$ cat src/rtl/video_timing_gen.sv
// video_timing_gen: programmable raster timing generator with frame-boundary shadowed timing registers
// Ports: clk/reset_n are the clock and the asynchronous active-low reset.
//   cfg_we/cfg_addr/cfg_wdata write the shadow registers (0-3 horizontal display/front/sync/back,
//   4-7 vertical display/bottom/sync/top); cfg_pending flags a write not yet applied.
//   pix_tick is the pixel-rate enable. hpos/vpos, hsync/vsync, display_on, line_start/frame_start
//   and frame_count describe the pixel currently presented.
module video_timing_gen #(
  parameter int HW = 10,
  parameter int VW = 10,
  parameter int CW = 12,
  parameter int PIX_DIV = 1,
  parameter bit HSYNC_POL = 1'b0,
  parameter bit VSYNC_POL = 1'b0,
  parameter int H_DISPLAY = 256,
  parameter int H_FRONT = 7,
  parameter int H_SYNC = 23,
  parameter int H_BACK = 23,
  parameter int V_DISPLAY = 240,
  parameter int V_BOTTOM = 14,
  parameter int V_SYNC = 4,
  parameter int V_TOP = 4
) (
  input  logic          clk,
  input  logic          reset_n,
  input  logic          cfg_we,
  input  logic [2:0]    cfg_addr,
  input  logic [CW-1:0] cfg_wdata,
  output logic          cfg_pending,
  output logic          pix_tick,
  output logic [HW-1:0] hpos,
  output logic [VW-1:0] vpos,
  output logic          hsync,
  output logic          vsync,
  output logic          display_on,
  output logic          line_start,
  output logic          frame_start,
  output logic [7:0]    frame_count
);
  localparam int DW = PIX_DIV > 1 ? $clog2(PIX_DIV) : 1;
  localparam logic [3:0][HW-1:0] H_INIT = {HW'(H_BACK), HW'(H_SYNC), HW'(H_FRONT), HW'(H_DISPLAY)};
  localparam logic [3:0][VW-1:0] V_INIT = {VW'(V_TOP), VW'(V_SYNC), VW'(V_BOTTOM), VW'(V_DISPLAY)};
  logic [DW-1:0] div;
  logic tick;
  logic primed;
  logic wrap;
  logic hs_on;
  logic vs_on;
  logic de;
  logic [3:0][HW-1:0] sh_h;
  logic [3:0][HW-1:0] act_h;
  logic [3:0][HW-1:0] na_h;
  logic [3:0][VW-1:0] sh_v;
  logic [3:0][VW-1:0] act_v;
  logic [3:0][VW-1:0] na_v;
  logic [HW-1:0] h_max;
  logic [HW-1:0] nh;
  logic [HW-1:0] hs_s;
  logic [HW-1:0] hs_e;
  logic [VW-1:0] v_max;
  logic [VW-1:0] nv;
  logic [VW-1:0] vs_s;
  logic [VW-1:0] vs_e;
  logic unused_wdata;
  assign unused_wdata = ^cfg_wdata;
  assign tick = div == DW'(PIX_DIV - 1);
  // Everything is computed for the position about to be presented, so sync/display
  // registers alongside hpos/vpos with no lag. At the frame wrap the shadow values
  // already govern the new (0,0) pixel.
  always_comb begin
    h_max = act_h[0] + act_h[1] + act_h[2] + act_h[3] - HW'(1);
    v_max = act_v[0] + act_v[1] + act_v[2] + act_v[3] - VW'(1);
    wrap = primed && hpos == h_max && vpos == v_max;
    nh = (!primed || hpos == h_max) ? '0 : hpos + HW'(1);
    nv = (!primed || wrap) ? '0 : hpos == h_max ? vpos + VW'(1) : vpos;
    na_h = wrap ? sh_h : act_h;
    na_v = wrap ? sh_v : act_v;
    hs_s = na_h[0] + na_h[1];
    hs_e = hs_s + na_h[2] - HW'(1);
    vs_s = na_v[0] + na_v[1];
    vs_e = vs_s + na_v[2] - VW'(1);
    hs_on = na_h[2] != '0 && nh >= hs_s && nh <= hs_e;
    vs_on = na_v[2] != '0 && nv >= vs_s && nv <= vs_e;
    de = nh < na_h[0] && nv < na_v[0];
  end
  always_ff @(posedge clk or negedge reset_n)
    if (!reset_n) begin
      div <= '0;
      pix_tick <= 1'b0;
      primed <= 1'b0;
      sh_h <= H_INIT;
      act_h <= H_INIT;
      sh_v <= V_INIT;
      act_v <= V_INIT;
      hpos <= '0;
      vpos <= '0;
      hsync <= ~HSYNC_POL;
      vsync <= ~VSYNC_POL;
      display_on <= 1'b0;
      line_start <= 1'b0;
      frame_start <= 1'b0;
      cfg_pending <= 1'b0;
      frame_count <= '0;
    end else begin
      div <= tick ? '0 : div + DW'(1);
      pix_tick <= tick;
      line_start <= tick && (!primed || hpos == h_max);
      frame_start <= tick && (!primed || wrap);
      // A write coinciding with the apply keeps the flag set: it only reached the shadow.
      cfg_pending <= cfg_we || (cfg_pending && !(tick && wrap));
      if (cfg_we && cfg_addr[2]) sh_v[cfg_addr[1:0]] <= cfg_wdata[VW-1:0];
      if (cfg_we && !cfg_addr[2]) sh_h[cfg_addr[1:0]] <= cfg_wdata[HW-1:0];
      if (tick) begin
        primed <= 1'b1;
        hpos <= nh;
        vpos <= nv;
        act_h <= na_h;
        act_v <= na_v;
        hsync <= hs_on ? HSYNC_POL : ~HSYNC_POL;
        vsync <= vs_on ? VSYNC_POL : ~VSYNC_POL;
        display_on <= de;
        if (wrap) frame_count <= frame_count + 8'd1;
      end
    end
endmodule

$ cat config.mk
export PLATFORM = sky130hd
export DESIGN_NAME = video_timing_gen
export DESIGN_NICKNAME = d
export VERILOG_FILES = /design/src/rtl/video_timing_gen.sv
export SDC_FILE = /design/constraint.sdc
export NUM_CORES = 1
export LEC_CHECK = 0
export CORE_ASPECT_RATIO = 1.1
export CORE_MARGIN = 8
export CORE_UTILIZATION = 62
export DETAILED_ROUTE_END_ITERATION = 10
export GPL_ROUTABILITY_DRIVEN = 0
export GPL_TIMING_DRIVEN = 0
export PLACE_DENSITY = 0.81
export SLEW_MARGIN = 20
export SYNTH_ARGS = -nofsm -noshare
export SYNTH_HDL_FRONTEND = slang
export SYNTH_SLANG_ARGS = --single-unit
$ cat constraint.sdc
create_clock -name clk -period 10 [get_ports clk]
set_input_delay 2 -clock clk [delete_from_list [all_inputs] [get_ports clk]]
set_output_delay 2 -clock clk [all_outputs]
set_load 0.01 [all_outputs]
==> impl_metrics.json <==
{
  "status": "finished clean",
  "crit_type": "register to register",
  "cts.sinks": 195,
  "setup_viol": 0,
  "p_leak_nw": 7.27,
  "finClkSkew_ps": 12.6,
  "path_depth": 47,
  "min_period_ps": 9590,
  "coreArea_um2": 20400,
  "cts_made_buffers": 17,
  "ys_async_sr_fraction": 1.00,
  "synth.avg_cell_area_um2": 10.3,
  "hp-class": "register to register",
  "cp_max_fo": 10,
  "antenna_left": 0,
  "ys_warn_count": 0,
  "core.rowCount": 55,
  "drcViolationCount": 0,
  "critPathCaptureType": "register",
  "crit_buf_inv": 8,
  "yosys-top-cells-count": "inv_1, dfrtp_1, ha_1",
  "htreeDepth": 4,
  "place_area_um2": 13600,
  "p_per_area_nw_per_um2": 120,
  "crit_path_start_kind": "register",
  "crit_required_ps": 10370,
  "synth_area_leader_cell": "dfrtp_1",
  "hold_buffers": 0,
  "dieArea_um2": 25500,
  "grt_max_degree": 103,
  "drt_first_pass_iters": 5,
  "timing.final.crit_share": 0.959,
  "cts_tree": "built",
  "wl_per_cell_um": 20.2,
  "n_fill_cell": 1446,
  "cp.arrival_ps": 9960,
  "yosysTopAreaCellShare": 0.296,
  "cts_buffer_depth": 2,
  "cts_root_buf": "clkbuf_16",
  "fin_area_um2": 14400,
  "max_cap_violations": 0,
  "max_stage_delay_ps": 540,
  "grt.total_usage": 0.254,
  "dp_hpwl_mm": 23.9,
  "finalWorstSetupSlack_ps": 410,
  "synth_seq_cells": 195,
  "timing.fmax_mhz": 104,
  "peakVddDrop_mv": 0.130,
  "ys_seq_area_frac": 0.386,
  "yosysUniqueCellTypes": 62,
  "multi_input_area_um2": 7180,
  "worst_pin_slew_ps": 884,
  "syn_nets": 1432,
  "drive_gt1_frac": 0.163,
  "grt_pass1_wl_mm": 51.0,
  "final_nets": 1509,
  "synth_most_common_cell": "inv_1",
  "pre_cts_ws_ps": -1300,
  "holdPathStages": 2,
  "finalHoldViolCount": 0,
  "final_util": 0.709,
  "initialDrtViolationCount": 756,
  "ios": 53,
  "grt_pass1_vias": 9585,
  "critical_path.top_delay_family": "adder cells",
  "ys.flop_type": "dfrtp_1",
  "relSlewSlack": 0.411,
  "via_count": 9386,
  "slew_viol_final": 0,
  "clkTransAtPathRegs_ps": 70,
  "synth_edf_count": 0,
  "fp.dieW_um": 153,
  "regArea_um2": 4930,
  "antenna_found_initial": 0,
  "diodes": 0,
  "syn_inst": 1245,
  "synthTopCellsByArea": "dfrtp_1, ha_1, dfstp_2",
  "die_h_um": 167,
  "routed_via_density": 5.90,
  "start_util": 0.627,
  "reg2regPathDepth": 47,
  "io_buffers": 48,
  "wirelength_mm": 32.2,
  "grt-ovfl-total": 0,
  "netlist_area_um2": 12800,
  "cp_slowest_cell": "fa_1",
  "clock_latency_ps": 450,
  "synthToLayoutAreaGrowth_pct": 13.0
}
tightest hold or removal path, stage by stage (launching register included):
cell and delay (ps):
dfstp_2 370, nand2_1 40, nand2_1 40
placed cells by master, fill, tap and decap left out, drive strengths merged, types with 6 or more instances in the layout:
master,instances
nand2,119
mux2i,39
xnor2,71
a211oi,7
nand2b,16
buf,22
nor2b,7
mux2,82
clkdlybuf4s50,47
nand4,19
inv,183
fa,38
clkbuf,38
o21a,9
ha,131
o21ai,50
xor2,37
dfstp,44
nand3,19
clkinv,6
dfrtp,151
nor3,14
a21o,25
nor2,43
nor4,7
and3,6
a21oi,46
what timing repair did:
item / 4_1_cts / 5_1_grt
buffers inserted: 2 / 6
pin swaps: 1 / 8
resized for setup: 16 / 38
setup endpoints to repair: 2 / 2
worst paths after layout:
kind / startpoint / slack, ps / to
worst max-delay path: act_v[11] / 410 / vsync
worst min-delay path: sh_h[30] / 450 / act_h[30]
worst max register to register: act_v[11] / 410 / vsync
worst min register to register: sh_h[30] / 450 / act_h[30]
max in group asynchronous: reset_n / 7430 / hsync
min in group asynchronous: reset_n / 1590 / sh_v[20]
per-stage QoR:
step / hold slack, ps / setup TNS, ps / std cells / power, mW
finish: 455 / 0 / 1591 / 1.73
global route: 478 / -84.5 / 1591 / 1.78
detailed placement: 447 / -2400 / 1552 / 1.07
CTS: 457 / 0 / 1585 / 1.73
global placement: 441 / -158210 / 1549 / 1.05
floorplan: 433 / 0 / 1245 / 1.01
per-layer routing:
metal	vias to the layer above	share of wire	wire length (um)	GRT usage
li1	4339	-	-	-
met1	4668	0.43	13700	0.323
met2	310	0.48	15600	0.416
met3	69	0.052	1660	0.0409
met4	0	0.037	1200	0.129
met5	-	0	0	0
kinds of logic (layout without fill, tap and decap cells):
group                    after synthesis  in the layout  synth area share
AO/OA/AOI/OAI                        171            171            0.0849
AND/OR/NAND/NOR                      269            269            0.0989
XOR/XNOR                             108            108            0.0740
multiplexers                         121            121             0.103
flip-flops                           195            195             0.386
buffers and inverters                208            298            0.0628
other                                  1              1          0.000293
adder cells (fa/ha/maj)              172            172             0.190
registers in the layout (all words and copies together) (netlist names):
name         count
primed           1
act_h           40
act_v           40
vsync            1
hpos            10
cfg_pending      1
line_start       1
frame_start      1
display_on       1
vpos            10
hsync            1
sh_h            40
sh_v            40
frame_count      8
power by group:
group          internal [mW]  switching [mW]  total (mW)
registers              0.875          0.0417       0.917
clock network          0.359           0.316       0.675
logic                 0.0753          0.0607       0.136
total                   1.31           0.418        1.73
final cells by class:
| cell class | instances | area share |
|---|---|---|
| tap | 256 | 0.0222 |
| clock buffer | 21 | 0.0319 |
| multi-input combinational | 842 | 0.497 |
| clock inverter | 11 | 0.00719 |
| inverter | 180 | 0.0468 |
| timing repair buffer | 59 | 0.0407 |
| sequential | 195 | 0.342 |
| buffer | 27 | 0.0123 |
No activity file was read; power rests on OpenSTA's default activity.
